[config.mk]
export PLATFORM = sky130hd
export DESIGN_NAME = rgb_hue_seq
export DESIGN_NICKNAME = d
export VERILOG_FILES = /design/src/rtl/rgb_hue_pkg.sv /design/src/rtl/pwm_gen.sv /design/src/rtl/rgb_hue_seq.sv
export SDC_FILE = /design/constraint.sdc
export NUM_CORES = 1
export LEC_CHECK = 0
export BUFFER_PORTS_ARGS = -buffer_cell sky130_fd_sc_hd__clkbuf_2
export CAP_MARGIN = 40
export CORE_MARGIN = 4
export CORE_UTILIZATION = 50
export CTS_BUF_LIST = sky130_fd_sc_hd__clkbuf_8
export CTS_CLUSTER_DIAMETER = 150
export DETAILED_ROUTE_END_ITERATION = 12
export HOLD_SLACK_MARGIN = 0.06
export PLACE_DENSITY = 0.67
export SLEW_MARGIN = 25
export SYNTH_ARGS = -nofsm -noshare
export SYNTH_HDL_FRONTEND = slang
export SYNTH_SLANG_ARGS = --single-unit
[constraint.sdc]
create_clock -name clk -period 3.8 [get_ports clk]
set_input_delay 0.19 -clock clk [delete_from_list [all_inputs] [get_ports clk]]
set_output_delay 0.19 -clock clk [all_outputs]
set_load 0.1 [all_outputs]
[src/rtl/rgb_hue_pkg.sv]
// Shared types and the hue-wheel duty function for the RGB colour sequencer.
// Duties are produced at the widest supported resolution and then narrowed.
package rgb_hue_pkg;

  typedef enum logic [2:0] {
    SEG_RY = 3'd0,
    SEG_YG = 3'd1,
    SEG_GC = 3'd2,
    SEG_CB = 3'd3,
    SEG_BM = 3'd4,
    SEG_MR = 3'd5
  } seg_t;

  localparam int NUM_SEGS     = 6;
  localparam int MAX_PWM_BITS = 12;
  localparam int DUTY_W       = MAX_PWM_BITS + 1;

  typedef struct packed {
    logic [DUTY_W-1:0] r;
    logic [DUTY_W-1:0] g;
    logic [DUTY_W-1:0] b;
  } duty_t;

  // STEP mode behaves as FADE with the ramp pinned at zero.
  function automatic duty_t hue_duty(input seg_t seg, input logic [MAX_PWM_BITS-1:0] lvl,
                                     input logic fade, input int unsigned width);
    duty_t             d;
    logic [DUTY_W-1:0] full;
    logic [DUTY_W-1:0] ramp;
    logic [DUTY_W-1:0] fall;
    full = DUTY_W'(1) << width;
    ramp = fade ? {1'b0, lvl} : '0;
    fall = full - ramp;
    d    = '0;
    case (seg)
      SEG_RY: begin d.r = full; d.g = ramp; end
      SEG_YG: begin d.r = fall; d.g = full; end
      SEG_GC: begin d.g = full; d.b = ramp; end
      SEG_CB: begin d.g = fall; d.b = full; end
      SEG_BM: begin d.r = ramp; d.b = full; end
      SEG_MR: begin d.r = full; d.b = fall; end
      default: d = '0;
    endcase
    return d;
  endfunction

endpackage

[src/rtl/pwm_gen.sv]
// Free-running PWM counter shared by three registered duty comparators.
// lit[2]=red, lit[1]=green, lit[0]=blue, active high.
module pwm_gen
  import rgb_hue_pkg::*;
#(
  parameter int PWM_BITS = 8
) (
  input  logic                clk,
  input  logic                rst_n,
  input  logic [3*DUTY_W-1:0] duty,
  output logic [2:0]          lit
);

  logic [PWM_BITS-1:0] pwm_cnt_q;
  logic [PWM_BITS-1:0] pwm_cnt_d;
  logic [2:0]          lit_q;
  logic [2:0]          lit_d;

  always_comb begin
    pwm_cnt_d = pwm_cnt_q + 1'b1;
  end

  // A duty of 2^PWM_BITS exceeds every count, so FULL is continuously lit.
  for (genvar gi = 0; gi < 3; gi++) begin : g_chan
    assign lit_d[gi] = duty[gi*DUTY_W +: DUTY_W] > DUTY_W'(pwm_cnt_q);
  end

  always_ff @(posedge clk or negedge rst_n) begin
    if (!rst_n) begin
      pwm_cnt_q <= '0;
      lit_q     <= '0;
    end else begin
      pwm_cnt_q <= pwm_cnt_d;
      lit_q     <= lit_d;
    end
  end

  assign lit = lit_q;

endmodule

[src/rtl/rgb_hue_seq.sv]
// Hue-wheel colour sequencer: prescaler -> level ramp -> segment counter,
// with per-segment duties fed to a PWM stage driving active-low RGB pads.
module rgb_hue_seq
  import rgb_hue_pkg::*;
#(
  parameter int STEP_CYCLES = 7812,
  parameter int PWM_BITS    = 8
) (
  input  logic       clk,
  input  logic       rst_n,
  input  logic       en,
  input  logic       mode,
  output logic [2:0] seg,
  output logic       seg_tick,
  output logic       RGB_R,
  output logic       RGB_G,
  output logic       RGB_B
);

  localparam int PRE_W = (STEP_CYCLES > 1) ? $clog2(STEP_CYCLES) : 1;

  if (STEP_CYCLES < 1 || PWM_BITS < 2 || PWM_BITS > MAX_PWM_BITS) begin : g_bad_param
    $error("rgb_hue_seq: STEP_CYCLES must be >=1 and PWM_BITS in 2..12");
  end

  logic [PRE_W-1:0]        pre_q, pre_d;
  logic [PWM_BITS-1:0]     lvl_q, lvl_d;
  seg_t                    seg_q, seg_d;
  logic                    seg_tick_q, seg_tick_d;
  logic [MAX_PWM_BITS-1:0] lvl_ext;
  duty_t                   duty;
  logic [2:0]              lit;

  always_comb begin
    pre_d      = pre_q;
    lvl_d      = lvl_q;
    seg_d      = seg_q;
    seg_tick_d = 1'b0;
    if (en) begin
      if (pre_q == PRE_W'(STEP_CYCLES - 1)) begin
        pre_d = '0;
        lvl_d = lvl_q + 1'b1;
        if (lvl_q == '1) begin
          seg_tick_d = 1'b1;
          seg_d      = (seg_q == SEG_MR) ? SEG_RY : seg_t'(seg_q + 3'd1);
        end
      end else begin
        pre_d = pre_q + 1'b1;
      end
    end
  end

  always_ff @(posedge clk or negedge rst_n) begin
    if (!rst_n) begin
      pre_q      <= '0;
      lvl_q      <= '0;
      seg_q      <= SEG_RY;
      seg_tick_q <= 1'b0;
    end else begin
      pre_q      <= pre_d;
      lvl_q      <= lvl_d;
      seg_q      <= seg_d;
      seg_tick_q <= seg_tick_d;
    end
  end

  // Duties follow mode combinationally; the PWM register adds the one-cycle lag.
  always_comb begin
    lvl_ext                 = '0;
    lvl_ext[PWM_BITS-1:0]   = lvl_q;
    duty                    = hue_duty(seg_q, lvl_ext, mode, PWM_BITS);
  end

  pwm_gen #(
    .PWM_BITS(PWM_BITS)
  ) u_pwm (
    .clk  (clk),
    .rst_n(rst_n),
    .duty ({duty.r, duty.g, duty.b}),
    .lit  (lit)
  );

  assign seg      = seg_q;
  assign seg_tick = seg_tick_q;
  assign RGB_R    = ~lit[2];
  assign RGB_G    = ~lit[1];
  assign RGB_B    = ~lit[0];

endmodule

Word-level counts from Yosys, hierarchy flattened
Index checks and enable logic that the tools add are counted.

Bits in registers: 36. Output and inout port bits: 7. Logic and storage cells: 39.

Add/subtract/negate cells: 5. Order comparisons: 3. Eq/ne operators: 7. Multiplexer cells: 9. Bitwise operators: 3. Reduce and logical (&&, ||, !) cells: 6.

Operators with widths (count): $pmux W13 S3 (3); $gt A13 B8 Y1 (3); $add A8 B1 Y8 const B (2); $add A13 B1 Y13 const B (1); $eq A13 B13 Y1 const B (1); $mux W13 (1); $sub A9 B8 Y10 const A (1); $eq A8 B8 Y1 const B (1); $mux W8 (1); $eq A3 B2 Y1 const B (2); $eq A3 B3 Y1 const B (2); $reduce_or A2 Y1 (3); $add A3 B1 Y3 const B (1); $eq A3 B1 Y1 const B (1); $logic_not A3 Y1 (1); $mux W1 (3); $mux W3 (1); $not A1 Y1 (3); $reduce_and A3 Y1 (1); $reduce_and A2 Y1 (1).

Logic depth before layout (Yosys ltp)
Gate-level depths: netlist of the first run.

Depth after elaboration: 4. Mapped depth: 14.

By module
A second synthesis of the first run with hierarchy kept.

Cell total of the unflattened synthesis: 345. Area, all modules: 2921.6 um2.

Modules (own cells, without submodules): rgb_hue_seq (instances 1, cells each 243, area each 1950.6 um2); pwm_gen (instances 1, cells each 102, area each 970.9 um2).

Least setup slack after synthesis of the first run
OpenSTA, ideal clock, no wires.

Path type: input to register. From: in mode. To: reg u_pwm.lit_q[0] (netlist: u_pwm.lit[0]). Setup time: 139 ps. Arrival time: 2982 ps. Data required time: 3661 ps. Path slack: 679 ps. Stages on the path: 13. Cells stage by stage: clkbuf_1 -> clkbuf_1 -> nand2_1 -> ha_1 -> clkbuf_1 -> and4_1 -> nor3_1 -> o22ai_1 -> ha_1 -> a22o_1 -> nor4_1 -> a221oi_1 -> or4_1.

Cells in the longest elaborated chain, start to end: 4.

Ends and longest elaborated chain: from (decl) (line rgb_hue_seq.sv:12) `input logic mode,`; $mux W8 (*) (line rgb_hue_pkg.sv:32) `ramp = fade ? {1'b0, lvl} : '0;`; $sub A9 B8 Y10 (line rgb_hue_pkg.sv:33) `fall = full - ramp;`; $pmux W13 S3 (*) (line rgb_hue_pkg.sv:35) `case (seg)`; $gt A13 B8 Y1 (*) (line pwm_gen.sv:25) `assign lit_d[gi] = duty[gi*DUTY_W +: DUTY_W] > DUTY_W'(pwm_cnt_q);`; net u_pwm.lit_d[0] (line pwm_gen.sv:17) `logic [2:0] lit_d;`; to (signal assigned) (line pwm_gen.sv:34) `lit_q <= lit_d;`; to (decl) (line pwm_gen.sv:16) `logic [2:0] lit_q;`.

The timed path passes the listed nets; every way through them passes the cells marked *. A chain may end at the register's enable or synchronous reset.

Final worst setup path of the first run
From: reg lvl_q[0]. To: reg u_pwm.lit_q[0] (netlist: u_pwm.lit[0]).

Cells in the longest elaborated chain, start to end: 4.

Ends and longest elaborated chain: from (decl) (line rgb_hue_seq.sv:27) `logic [PWM_BITS-1:0] lvl_q, lvl_d;`; from (signal assigned) (line rgb_hue_seq.sv:61) `lvl_q <= lvl_d;`; $mux W8 (*) (line rgb_hue_pkg.sv:32); $sub A9 B8 Y10 (line rgb_hue_pkg.sv:33); $pmux W13 S3 (*) (line rgb_hue_pkg.sv:35); $gt A13 B8 Y1 (*) (line pwm_gen.sv:25); net u_pwm.lit_d[0] (line pwm_gen.sv:17).

Marked as above.

==> impl_metrics.csv, run 1 <==
group,metric,value,unit
status,outcome,"complete, no violations",
finish,area_growth,8.23,%
clock_network,cts_max_level,2,
logic_synthesis,syn_nets,352,
global_route,grt_max_degree,21,
power_and_ir_drop,switching_share,0.250,
floorplan,die-area,6820,µm²
global_route,grt_usage,0.216,
route,top_layer,"met4",
clock_network,cts_tree,"done",
sta,maxSlewHeadroom,0.544,
finish,fin_util,0.575,
logic_synthesis,synth_area,2780,µm²
worst_setup_path,endpoint_kind,"flop",
logic_synthesis,synth_top_area_share,0.324,
sta,fmax,320,MHz
clock_network,cts_max_path_buffers,2,
sta,finalHoldViolCount,0,
sta,fin_worst_skew,0.00584,ns
sta,slew_violations,0,
power_and_ir_drop,p_leak,0.00138,µW
clock_network,worstSkewPairLatency,0.29,ns
worst_setup_path,r2r_cells,10,
placement,portBuffers,10,
logic_synthesis,synth_edf_count,0,
worst_setup_path,r2r-end,"u_pwm.lit[0]$_DFF_PN0_",
sta,fin_crit_sh,0.823,
floorplan,die_h,82.6,µm
sta,worst_slack,0.673,ns
route,wl_met1,3.06,mm
logic_synthesis,async_flop_share,1.00,
sta,worstMarginPinSlew,0.678,ns
logic_synthesis,yosys_warnings,0,
floorplan,start_util,0.531,
route,firstDrtPassIters,5,
route,vias_per_cell,6.04,
global_route,grt_pass1_wl,11.2,mm
logic_synthesis,synthTopCellsByArea,"dfrtp_1 (32%), ha_1 (13%), xnor2_1 (7.6%)",
logic_synthesis,synth_cell_types,50,
worst_setup_path,r2r_start,"lvl_q[0]$_DFFE_PN0P_",
route,drt-initial-drc-count,335,
worst_setup_path,crit_start,"lvl_q[0]$_DFFE_PN0P_",
sta,final.setup.tns,0,ns
route,postRouteAntennaNets,0,
worst_setup_path,path_cells,"nand2_1 > ha_1 > and4_1 > nor3_1 > o22ai_1 > ha_1 > a22o_1 > nor4_1 > a221oi_1 > or4_1",
power_and_ir_drop,vdd_ir_drop_max,0.232,mV
min_path,min_path_type,"in2reg",
finish,nNetsFinal,357,
power_and_ir_drop,p_int,630,µW
power_and_ir_drop,power_density,279,nW/µm²
floorplan,num_io_pins,11,
worst_setup_path,cp.depth,10,
global_route,grt_remaining_overflow,0,
sta,setup-violations-final,0,
worst_setup_path,critPathBufInv,0,
clock_network,post_cts_resized,0,
finish,fillers,489,
clock_network,clkSinkCount,36,
worst_setup_path,max_stage_delay,0.48,ns
worst_setup_path,rrSetupSlack,0.67,ns
clock_network,post_cts_buffers,0,
logic_synthesis,synth_top_area_cell,"dfrtp_1",
logic_synthesis,synthFlopType,"dfrtp_1",
route,wl_per_cell,17.0,µm
logic_synthesis,yosys_register_bits,36,
worst_setup_path,critPathMaxFanout,11,
power_and_ir_drop,comb_power_share,0.071,
worst_setup_path,cp.required,3.96,ns
worst_setup_path,crit_end,"u_pwm.lit[0]$_DFF_PN0_",
floorplan,coreArea,5240,µm²
power_and_ir_drop,power_switching,210,µW
finish,antennaDiodeCount,0,
flow_run,drv_cap,0,
route,dr_wl_met3,389,µm
placement,place_worst_setup_slack,0.701,ns
sta,layout_min_cycle_time,3.13,ns
route,wl_met2,3.14,mm
worst_setup_path,crit_arrival,3.29,ns
worst_setup_path,startpoint_type,"flop",
floorplan,die_w,82.6,µm
placement,place.gp.congestion,1.02,
logic_synthesis,synth_cells,319,
worst_setup_path,crit_path_frequent_cell,"ha_1",
floorplan,rows,26,
route,vias,2386,
route,wl,6.71,mm
clock_network,root_buffer,"clkbuf_8",
global_route,grt_pass1_vias,2251,
clock_network,numCtsBuffers,5,
route,drcViolationCount,0,
power_and_ir_drop,p_seq_frac,0.524,
logic_synthesis,avgSynthCellArea,8.72,µm²
worst_setup_path,critical_path.top_delay_family,"simple AND/OR/NAND/NOR gates",
finish,drive_gt1_frac,0.0800,
power_and_ir_drop,clock_power_share,0.405,
worst_setup_path,crit_type,"reg2reg",
placement,dp_hpwl,5.17,mm
worst_setup_path,worst_path_max_delay_cell,"dfrtp_1",
clock_network,cts_hold_buf,1,
global_route,antenna_found_initial,0,
sta,rsz0062_at_grt,"no",
clock_network,path_clk_slew,0.08,ns
logic_synthesis,ys_seq_area_frac,0.324,
## layer usage
metal,up-vias,GRT usage
li1,1171,-
met1,1115,0.292
met2,84,0.350
met3,16,0.0390
met4,0,0.0686
met5,-,0
## area by class of cell
type	count	area, µm²	share of cell area
clock buffer	5	68.8	0.0229
clock inverter	3	42.5	0.0141
inverter	18	67.6	0.0224
multi-input combinational	249	1740	0.578
sequential	36	901	0.299
tap	70	87.6	0.0291
timing repair buffer	14	103	0.0341
## power by group through the flow
stage          clock network [µW]  registers [µW]  logic (µW)
2_1_floorplan                   0             440        41.6
3_3_place_gp                    0             447        55.5
3_5_place_dp                    0             446        61.5
4_1_cts                       349             440        61.2
5_1_grt                       370             446        68.1
6_report                      340             440        60.0
## cell usage in the layout, fill, tap and decap left out, drive strengths merged, types with 2 or more instances in the layout
cell / instances
a32oi: 4
a21oi: 6
xnor2: 24
a22o: 3
and2: 5
nand4: 15
nor2b: 3
or3: 4
or4: 2
mux2i: 2
buf: 3
a22oi: 5
nor2: 28
o21ai: 16
xor2: 3
o22ai: 3
clkbuf: 15
ha: 29
and3: 5
nor3: 11
nand3: 14
nor4: 9
a21o: 5
nand2: 25
nand2b: 3
inv: 18
a31oi: 4
dfrtp: 36
and4: 3
mux2: 3
o21bai: 2
## flip-flops by register name, indices dropped and copies added, names as in the netlist
signal and cells:
seg 3, pre_q 13, u_pwm.lit 3, lvl_q 8
seg_tick 1, u_pwm.pwm_cnt_q 8
## worst min path at each step
stage,endpoint,startpoint,depth (start not counted)
5_1_grt,pre_q[1]$_DFFE_PN0P_,en,2
3_5_place_dp,u_pwm.lit[2]$_DFF_PN0_,rst_n,1
4_1_cts,pre_q[1]$_DFFE_PN0P_,en,2
6_report,pre_q[1]$_DFFE_PN0P_,en,2
2_1_floorplan,lvl_q[0]$_DFFE_PN0P_,rst_n,0
3_3_place_gp,u_pwm.lit[2]$_DFF_PN0_,rst_n,1
## cell families (layout without fill, tap and decap cells)
logic type,after synthesis,after routing,share of synthesized area
xor gates and xnor gates,27,27,0.0850
muxes,5,5,0.0207
buffers and inverters,34,40,0.0504
and+or+nand+nor,131,131,0.253
DFF,36,36,0.324
adders and majority gates,29,29,0.130
AOI/OAI and AO/OA,57,57,0.137
## synth_stat cells (2+ instances only)
library cell and number:
a21o_1 5, a21oi_1 6, a22o_1 3, a22oi_1 5, a31oi_1 4, a32oi_1 4
and2_1 5, and3_1 5, and4_1 3, clkbuf_1 13, dfrtp_1 36, ha_1 29
inv_1 18, mux2i_1 2, nand2_1 25, nand2b_1 3, nand3_1 14, nand4_1 14
nor2_1 28, nor2b_1 3, nor3_1 11, nor4_1 8, o21ai_0 16, o21bai_1 2
o22ai_1 3, or3_1 4, or4_1 2, xnor2_1 24, xor2_1 3
## through the flow
step | total power (µW) | instances | cell area [µm²] | hold slack (ns)
after floorplan | 482 | 319 | 2780 | -0.106
after global placement | 503 | 385 | 2860 | 0.371
after detailed placement | 507 | 386 | 2890 | 0.182
after CTS | 850 | 395 | 3010 | 0.264
after global routing | 885 | 395 | 3010 | 0.298
final | 840 | 395 | 3010 | 0.273
Power figures use the tool's default switching activity.
==> run 2: changes to the inputs <==
ABC_AREA = 1   (was not set)
PLACE_DENSITY = 0.69   (was 0.67)
clock period = 2.6 ns   (was 3.8 ns; I/O delays follow)
==> run 2 against run 1 <==
Power rose by 91%. Setup slack got worse by 0.37 ns. Synthesized cell count rose by 27%. Critical path depth rose by 3. Highest routed layer unchanged.
==> impl_metrics.csv, run 2 <==
group,metric,value,unit
finish,stdcell_area,3210,µm²
clock_network,path_clk_slew,0.09,ns
power_and_ir_drop,power_switching,556,µW
finish,regMostFlops,"pre_q",
route,wl_met1,3.13,mm
finish,drive_gt1_frac,0.138,
global_route,grt_remaining_overflow,0,
worst_setup_path,worst_path_max_delay_cell,"dfrtp_1",
global_route,grt_pass1_wl,10.9,mm
sta,layout_min_cycle_time,2.29,ns
worst_setup_path,startpoint_type,"flop",
logic_synthesis,avgSynthCellArea,7.32,µm²
min_path,min_path_type,"in2reg",
global_route,antenna_found_initial,0,
power_and_ir_drop,clock_power_share,0.320,
power_and_ir_drop,power_density,500,nW/µm²
route,firstDrtPassIters,4,
sta,fmax,436,MHz
worst_setup_path,max_stage_delay,0.42,ns
worst_setup_path,r2r-end,"u_pwm.lit[0]$_DFF_PN0_",
placement,dp_cells,483,
worst_setup_path,crit_start,"lvl_q[1]$_DFFE_PN0P_",
worst_setup_path,crit_arrival,2.48,ns
worst_setup_path,r2r_start,"lvl_q[1]$_DFFE_PN0P_",
route,top_layer,"met4",
placement,placed_cell_area,3090,µm²
finish,antennaDiodeCount,0,
worst_setup_path,endpoint_kind,"flop",
flow_run,drv_cap,0,
clock_network,post_cts_resized,0,
logic_synthesis,yosys_warnings,0,
worst_setup_path,critPathMaxFanout,5,
route,vias_per_cell,5.21,
clock_network,numCtsBuffers,5,
sta,final.setup.tns,0,ns
power_and_ir_drop,p_seq_frac,0.456,
floorplan,die_h,85.0,µm
power_and_ir_drop,p_int,1050,µW
clock_network,post_cts_buffers,0,
logic_synthesis,synthTopCellsByArea,"dfrtp_1 (30%), nand2_1 (13%), ha_1 (12%)",
status,outcome,"complete, no violations",
clock_network,clkSinkCount,36,
floorplan,die-area,7220,µm²
clock_network,cts_hold_buf,1,
floorplan,die_w,85.0,µm
worst_setup_path,r2r_cells,13,
sta,fin_worst_skew,0.0111,ns
route,wl,6.20,mm
route,wl_met2,2.81,mm
finish,final_cells,492,
route,drcViolationCount,0,
sta,maxSlewHeadroom,0.640,
logic_synthesis,synth_top_area_cell,"dfrtp_1",
route,dr_wl_met3,204,µm
finish,area_growth,8.49,%
sta,slew_violations,0,
finish,final_common_cell,"nand2_1",
global_route,grt_pass1_vias,2389,
sta,rsz0062_at_grt,"no",
worst_setup_path,crit_type,"reg2reg",
power_and_ir_drop,vdd_ir_drop_max,0.288,mV
sta,setup-violations-final,0,
logic_synthesis,synth_edf_count,0,
power_and_ir_drop,switching_share,0.346,
route,wl_per_cell,12.6,µm
placement,place.gp.congestion,0.898,
floorplan,start_util,0.525,
worst_setup_path,cp.required,2.79,ns
placement,dp_hpwl,4.99,mm
logic_synthesis,ys_top_cells_by_count,"nand2_1 (102), inv_1 (57), dfrtp_1 (36)",
logic_synthesis,yosysMostFrequentCell,"nand2_1",
logic_synthesis,synthFlopType,"dfrtp_1",
clock_network,cts_tree,"done",
logic_synthesis,ys_seq_area_frac,0.304,
finish,largest_reg_flops,13,
finish,final_cell_mix,"nand2_1 (102), inv_1 (57), dfrtp_1 (35)",
clock_network,worstSkewPairLatency,0.29,ns
worst_setup_path,path_cells,"nand2_2 > ha_1 > nand3_2 > nor2_2 > xor2_1 > o22ai_1 > ha_1 > nand2_1 > inv_1 > nand2_1 > nor3_1 > nand2_1 > a21boi_1",
clock_network,cts_max_path_buffers,2,
route,postRouteAntennaNets,0,
finish,largestRegisters,"pre_q: 13 flops, lvl_q: 8 flops, u_pwm.pwm_cnt_q: 8 flops",
logic_synthesis,synth_top_area_share,0.304,
finish,fin_util,0.570,
placement,portBuffers,10,
sta,fin_crit_sh,0.883,
finish,nNetsFinal,452,
worst_setup_path,crit_path_frequent_cell,"nand2_1",
logic_synthesis,synth_cells,405,
power_and_ir_drop,totalPowerFinal,1610,µW
logic_synthesis,syn_nets,438,
route,vias,2564,
power_and_ir_drop,comb_power_share,0.224,
sta,worstMarginPinSlew,0.542,ns
worst_setup_path,crit_end,"u_pwm.lit[0]$_DFF_PN0_",
global_route,grt_usage,0.183,
floorplan,num_io_pins,11,
clock_network,cts_max_level,2,
power_and_ir_drop,p_leak,0.00172,µW
route,drt-initial-drc-count,118,
floorplan,rows,27,
global_route,grt_max_degree,20,
logic_synthesis,async_flop_share,1.00,
worst_setup_path,rrSetupSlack,0.31,ns
sta,finalHoldViolCount,0,
logic_synthesis,yosys_register_bits,36,
clock_network,root_buffer,"clkbuf_8",
logic_synthesis,synth_cell_types,35,
logic_synthesis,synth_area,2960,µm²
floorplan,coreArea,5640,µm²
run 2: stage by stage:
step | worst slack (ns) | hold slack (ns)
after global placement | 0.373 | 0.308
after global routing | 0.0785 | 0.260
after detailed placement | 0.320 | 0.125
final | 0.305 | 0.251
after CTS | 0.306 | 0.249
after floorplan | 0.109 | -0.166
run 2: how the worst min path moves through the flow:
stage | startpoint | endpoint | slack (ns) | depth (start not counted)
6_report | en | pre_q[12]$_DFFE_PN0P_ | 0.25 | 2
5_1_grt | en | pre_q[0]$_DFFE_PN0P_ | 0.26 | 2
4_1_cts | en | pre_q[12]$_DFFE_PN0P_ | 0.25 | 2
3_5_place_dp | rst_n | pre_q[6]$_DFFE_PN0P_ | 0.13 | 1
2_1_floorplan | rst_n | lvl_q[0]$_DFFE_PN0P_ | -0.17 | 0
3_3_place_gp | rst_n | pre_q[6]$_DFFE_PN0P_ | 0.31 | 1
run 2: power by group through the flow:
stage	registers [µW]	logic, µW	clock network, µW
after global placement	740	344	0
after global routing	745	411	556
final	733	360	514
after floorplan	707	312	0
after detailed placement	742	357	0
after CTS	732	360	532
run 2: layout make-up:
class / count / area (µm²)
clock inverter: 3 / 46.3
tap: 72 / 90.1
sequential: 36 / 902
fill: 522 / 2430
inverter: 65 / 244
clock buffer: 5 / 68.8
timing repair buffer: 12 / 87.6
multi-input combinational: 299 / 1780
run 2: layer usage:
metal | up-vias | global-route usage
met5 | - | 0
met4 | 0 | 0.0446
met3 | 6 | 0.0291
met2 | 45 | 0.291
met1 | 1167 | 0.259
li1 | 1346 | -
run 2: critical path: cells and delay by family (launching register included):
kind | cells | cell delay (ns)
fa+ha+maj | 2 | 0.51
xor+xnor | 1 | 0.25
simple gates | 7 | 0.74
compound gates | 2 | 0.23
buf+inv | 1 | 0.06
flops | 1 | 0.42
run 2: kinds of logic after synthesis:
kind of cell	Yosys count	synth area share
AO/OA/AOI/OAI	48	0.0946
AND/OR/NAND/NOR	204	0.329
XOR/XNOR	18	0.0532
flip-flops	36	0.304
adder cells (fa/ha/maj)	29	0.122
buffers and inverters	70	0.0967
==> run 3: changes to the inputs <==
--- a/constraint.sdc
+++ b/constraint.sdc
@@ -3,2 +3,2 @@
 set_output_delay 0.13 -clock clk [all_outputs]
-set_load 0.1 [all_outputs]
+set_load 0.01 [all_outputs]
==> run 3 against run 2 <==
Sequential share of layout area barely moved. Non-clock buffer count did not move. Design area fell by 0.16%. Wire length rose by 1.3%. Register-to-register slack got worse by 0.07 ns. Hold slack improved by 0.011 ns. Critical path type unchanged. Critical endpoint is now u_pwm.lit[1]$_DFF_PN0_. Highest routed layer unchanged.
==> impl_metrics.csv, run 3 (same netlist as run 2, synthesis figures left out) <==
group,metric,value,unit
route,firstDrtPassIters,4,
route,vias,2596,
global_route,grt_remaining_overflow,0,
clock_network,root_buffer,"clkbuf_8",
power_and_ir_drop,clock_power_share,0.315,
sta,finalHoldViolCount,0,
finish,largestRegisters,"pre_q: 13 flops, lvl_q: 8 flops, u_pwm.pwm_cnt_q: 8 flops",
clock_network,worstSkewPairLatency,0.29,ns
route,wl,6.28,mm
sta,slew_violations,0,
floorplan,die_h,85.0,µm
clock_network,path_clk_slew,0.08,ns
power_and_ir_drop,vdd_ir_drop_max,0.319,mV
sta,fin_crit_sh,0.908,
flow_run,drv_cap,0,
global_route,grt_pass1_vias,2489,
worst_setup_path,path_cells,"nand2_2 > ha_1 > nand3_2 > xor2_1 > o22ai_1 > ha_1 > nand2_1 > nor2_1 > nand2_1 > nand3_1 > nand2_1 > nand2_1 > nand2_1 > a21oi_1",
finish,final_common_cell,"nand2_1",
min_path,hold-path-endpoint,"pre_q[0]$_DFFE_PN0P_",
worst_setup_path,r2r_start,"lvl_q[1]$_DFFE_PN0P_",
finish,regMostFlops,"pre_q",
placement,dp_cells,483,
worst_setup_path,r2r-end,"u_pwm.lit[1]$_DFF_PN0_",
finish,final_cells,492,
worst_setup_path,crit_arrival,2.56,ns
floorplan,num_io_pins,11,
sta,rsz0062_at_grt,"no",
route,vias_per_cell,5.28,
clock_network,cts_tree,"done",
finish,area_growth,8.32,%
finish,antennaDiodeCount,0,
finish,final_cell_mix,"nand2_1 (102), inv_1 (57), dfrtp_1 (36)",
clock_network,clkSinkCount,36,
worst_setup_path,crit_type,"reg2reg",
power_and_ir_drop,p_int,1050,µW
worst_setup_path,critPathMaxFanout,5,
sta,worstMarginPinSlew,0.458,ns
worst_setup_path,endpoint_kind,"flop",
floorplan,start_util,0.525,
clock_network,cts_max_path_buffers,2,
finish,nNetsFinal,452,
power_and_ir_drop,power_density,493,nW/µm²
power_and_ir_drop,p_seq_frac,0.464,
global_route,grt_usage,0.190,
sta,fin_worst_skew,0.0107,ns
finish,fin_util,0.569,
power_and_ir_drop,power_switching,534,µW
sta,setup-violations-final,0,
min_path,hold_path_startpoint,"en",
placement,dp_hpwl,5.03,mm
worst_setup_path,crit_path_frequent_cell,"nand2_1",
route,postRouteAntennaNets,0,
status,outcome,"complete, no violations",
sta,final.setup.tns,0,ns
placement,place.gp.congestion,0.899,
power_and_ir_drop,switching_share,0.338,
clock_network,cts_max_level,2,
worst_setup_path,cp.required,2.79,ns
worst_setup_path,startpoint_type,"flop",
power_and_ir_drop,comb_power_share,0.221,
route,drcViolationCount,0,
global_route,grt_pass1_wl,11.3,mm
worst_setup_path,max_stage_delay,0.42,ns
worst_setup_path,rrSetupSlack,0.24,ns
floorplan,coreArea,5640,µm²
worst_setup_path,r2r_cells,14,
finish,drive_gt1_frac,0.136,
floorplan,rows,27,
route,drt-initial-drc-count,194,
sta,layout_min_cycle_time,2.36,ns
min_path,min_path_type,"in2reg",
global_route,antenna_found_initial,0,
clock_network,numCtsBuffers,5,
floorplan,die_w,85.0,µm
sta,fmax,423,MHz
worst_setup_path,worst_path_max_delay_cell,"dfrtp_1",
sta,maxSlewHeadroom,0.695,
floorplan,die-area,7220,µm²
global_route,grt_max_degree,22,
power_and_ir_drop,p_leak,0.00172,µW
finish,largest_reg_flops,13,
min_path,holdPathStages,2,
placement,portBuffers,10,
clock_network,post_cts_resized,0,
route,wl_per_cell,12.8,µm
[run 3: changes by cell type in the layout (fill, tap and decap cells not counted), sizes merged]
cell    before  now
clkinv       0    1
inv         66   65
[run 3: how the worst max path moves through the flow]
stage / start / end / slack (ns) / cells past startpoint
5_1_grt: lvl_q[1]$_DFFE_PN0P_ / u_pwm.lit[0]$_DFF_PN0_ / 0.04 / 13
3_5_place_dp: lvl_q[1]$_DFFE_PN0P_ / u_pwm.lit[1]$_DFF_PN0_ / 0.30 / 14
3_3_place_gp: lvl_q[1]$_DFFE_PN0P_ / u_pwm.lit[0]$_DFF_PN0_ / 0.38 / 13
4_1_cts: lvl_q[1]$_DFFE_PN0P_ / u_pwm.lit[1]$_DFF_PN0_ / 0.24 / 14
2_1_floorplan: lvl_q[1]$_DFFE_PN0P_ / u_pwm.lit[0]$_DFF_PN0_ / 0.48 / 13
6_report: lvl_q[1]$_DFFE_PN0P_ / u_pwm.lit[1]$_DFF_PN0_ / 0.24 / 14
[run 3: metal layers]
metal,vias up,part of all wire,track usage
met3,4,0.029,0.0320
met1,1209,0.50,0.258
li1,1344,-,-
met2,39,0.47,0.314
met4,0,0.0081,0.0475
met5,-,0,0
[run 3: cell type report]
cell class / instances / area, µm²
repair buffers: 12 / 87.6
inverters: 65 / 244
fillers: 518 / 2430
clock inverters: 3 / 42.5
flip-flops and latches: 36 / 901
well taps: 72 / 90.1
multi-input cells: 299 / 1780
clock buffers: 5 / 68.8
[run 3: what timing repair did]
action / in CTS / in global routing
setup buffers: 0 / 0
hold endpoints to repair: 15 / 0
hold buffers: 1 / 0
[run 3: critical path: cells and delay by family (launching register included)]
kind	cells	cell delay, ns
xor gates and xnor gates	1	0.27
AOI/OAI and AO/OA	2	0.31
adders and majority gates	2	0.52
DFF	1	0.42
and+or+nand+nor	9	0.75
[run 3: metrics by stage]
step	area [µm²]	power [µW]	hold slack [ns]	setup WS, ns
after floorplan	2960	1010	-0.166	0.479
after global placement	3060	1080	0.311	0.377
after detailed placement	3090	1090	0.0991	0.295
after CTS	3210	1600	0.249	0.242
after global routing	3210	1690	0.313	0.0358
final	3210	1580	0.262	0.238
[run 3: power groups by stage]
stage	registers, µW	clock network (µW)	logic [µW]
2_1_floorplan	707	0	303
3_3_place_gp	740	0	336
3_5_place_dp	741	0	351
4_1_cts	733	513	352
5_1_grt	751	536	406
6_report	734	497	349
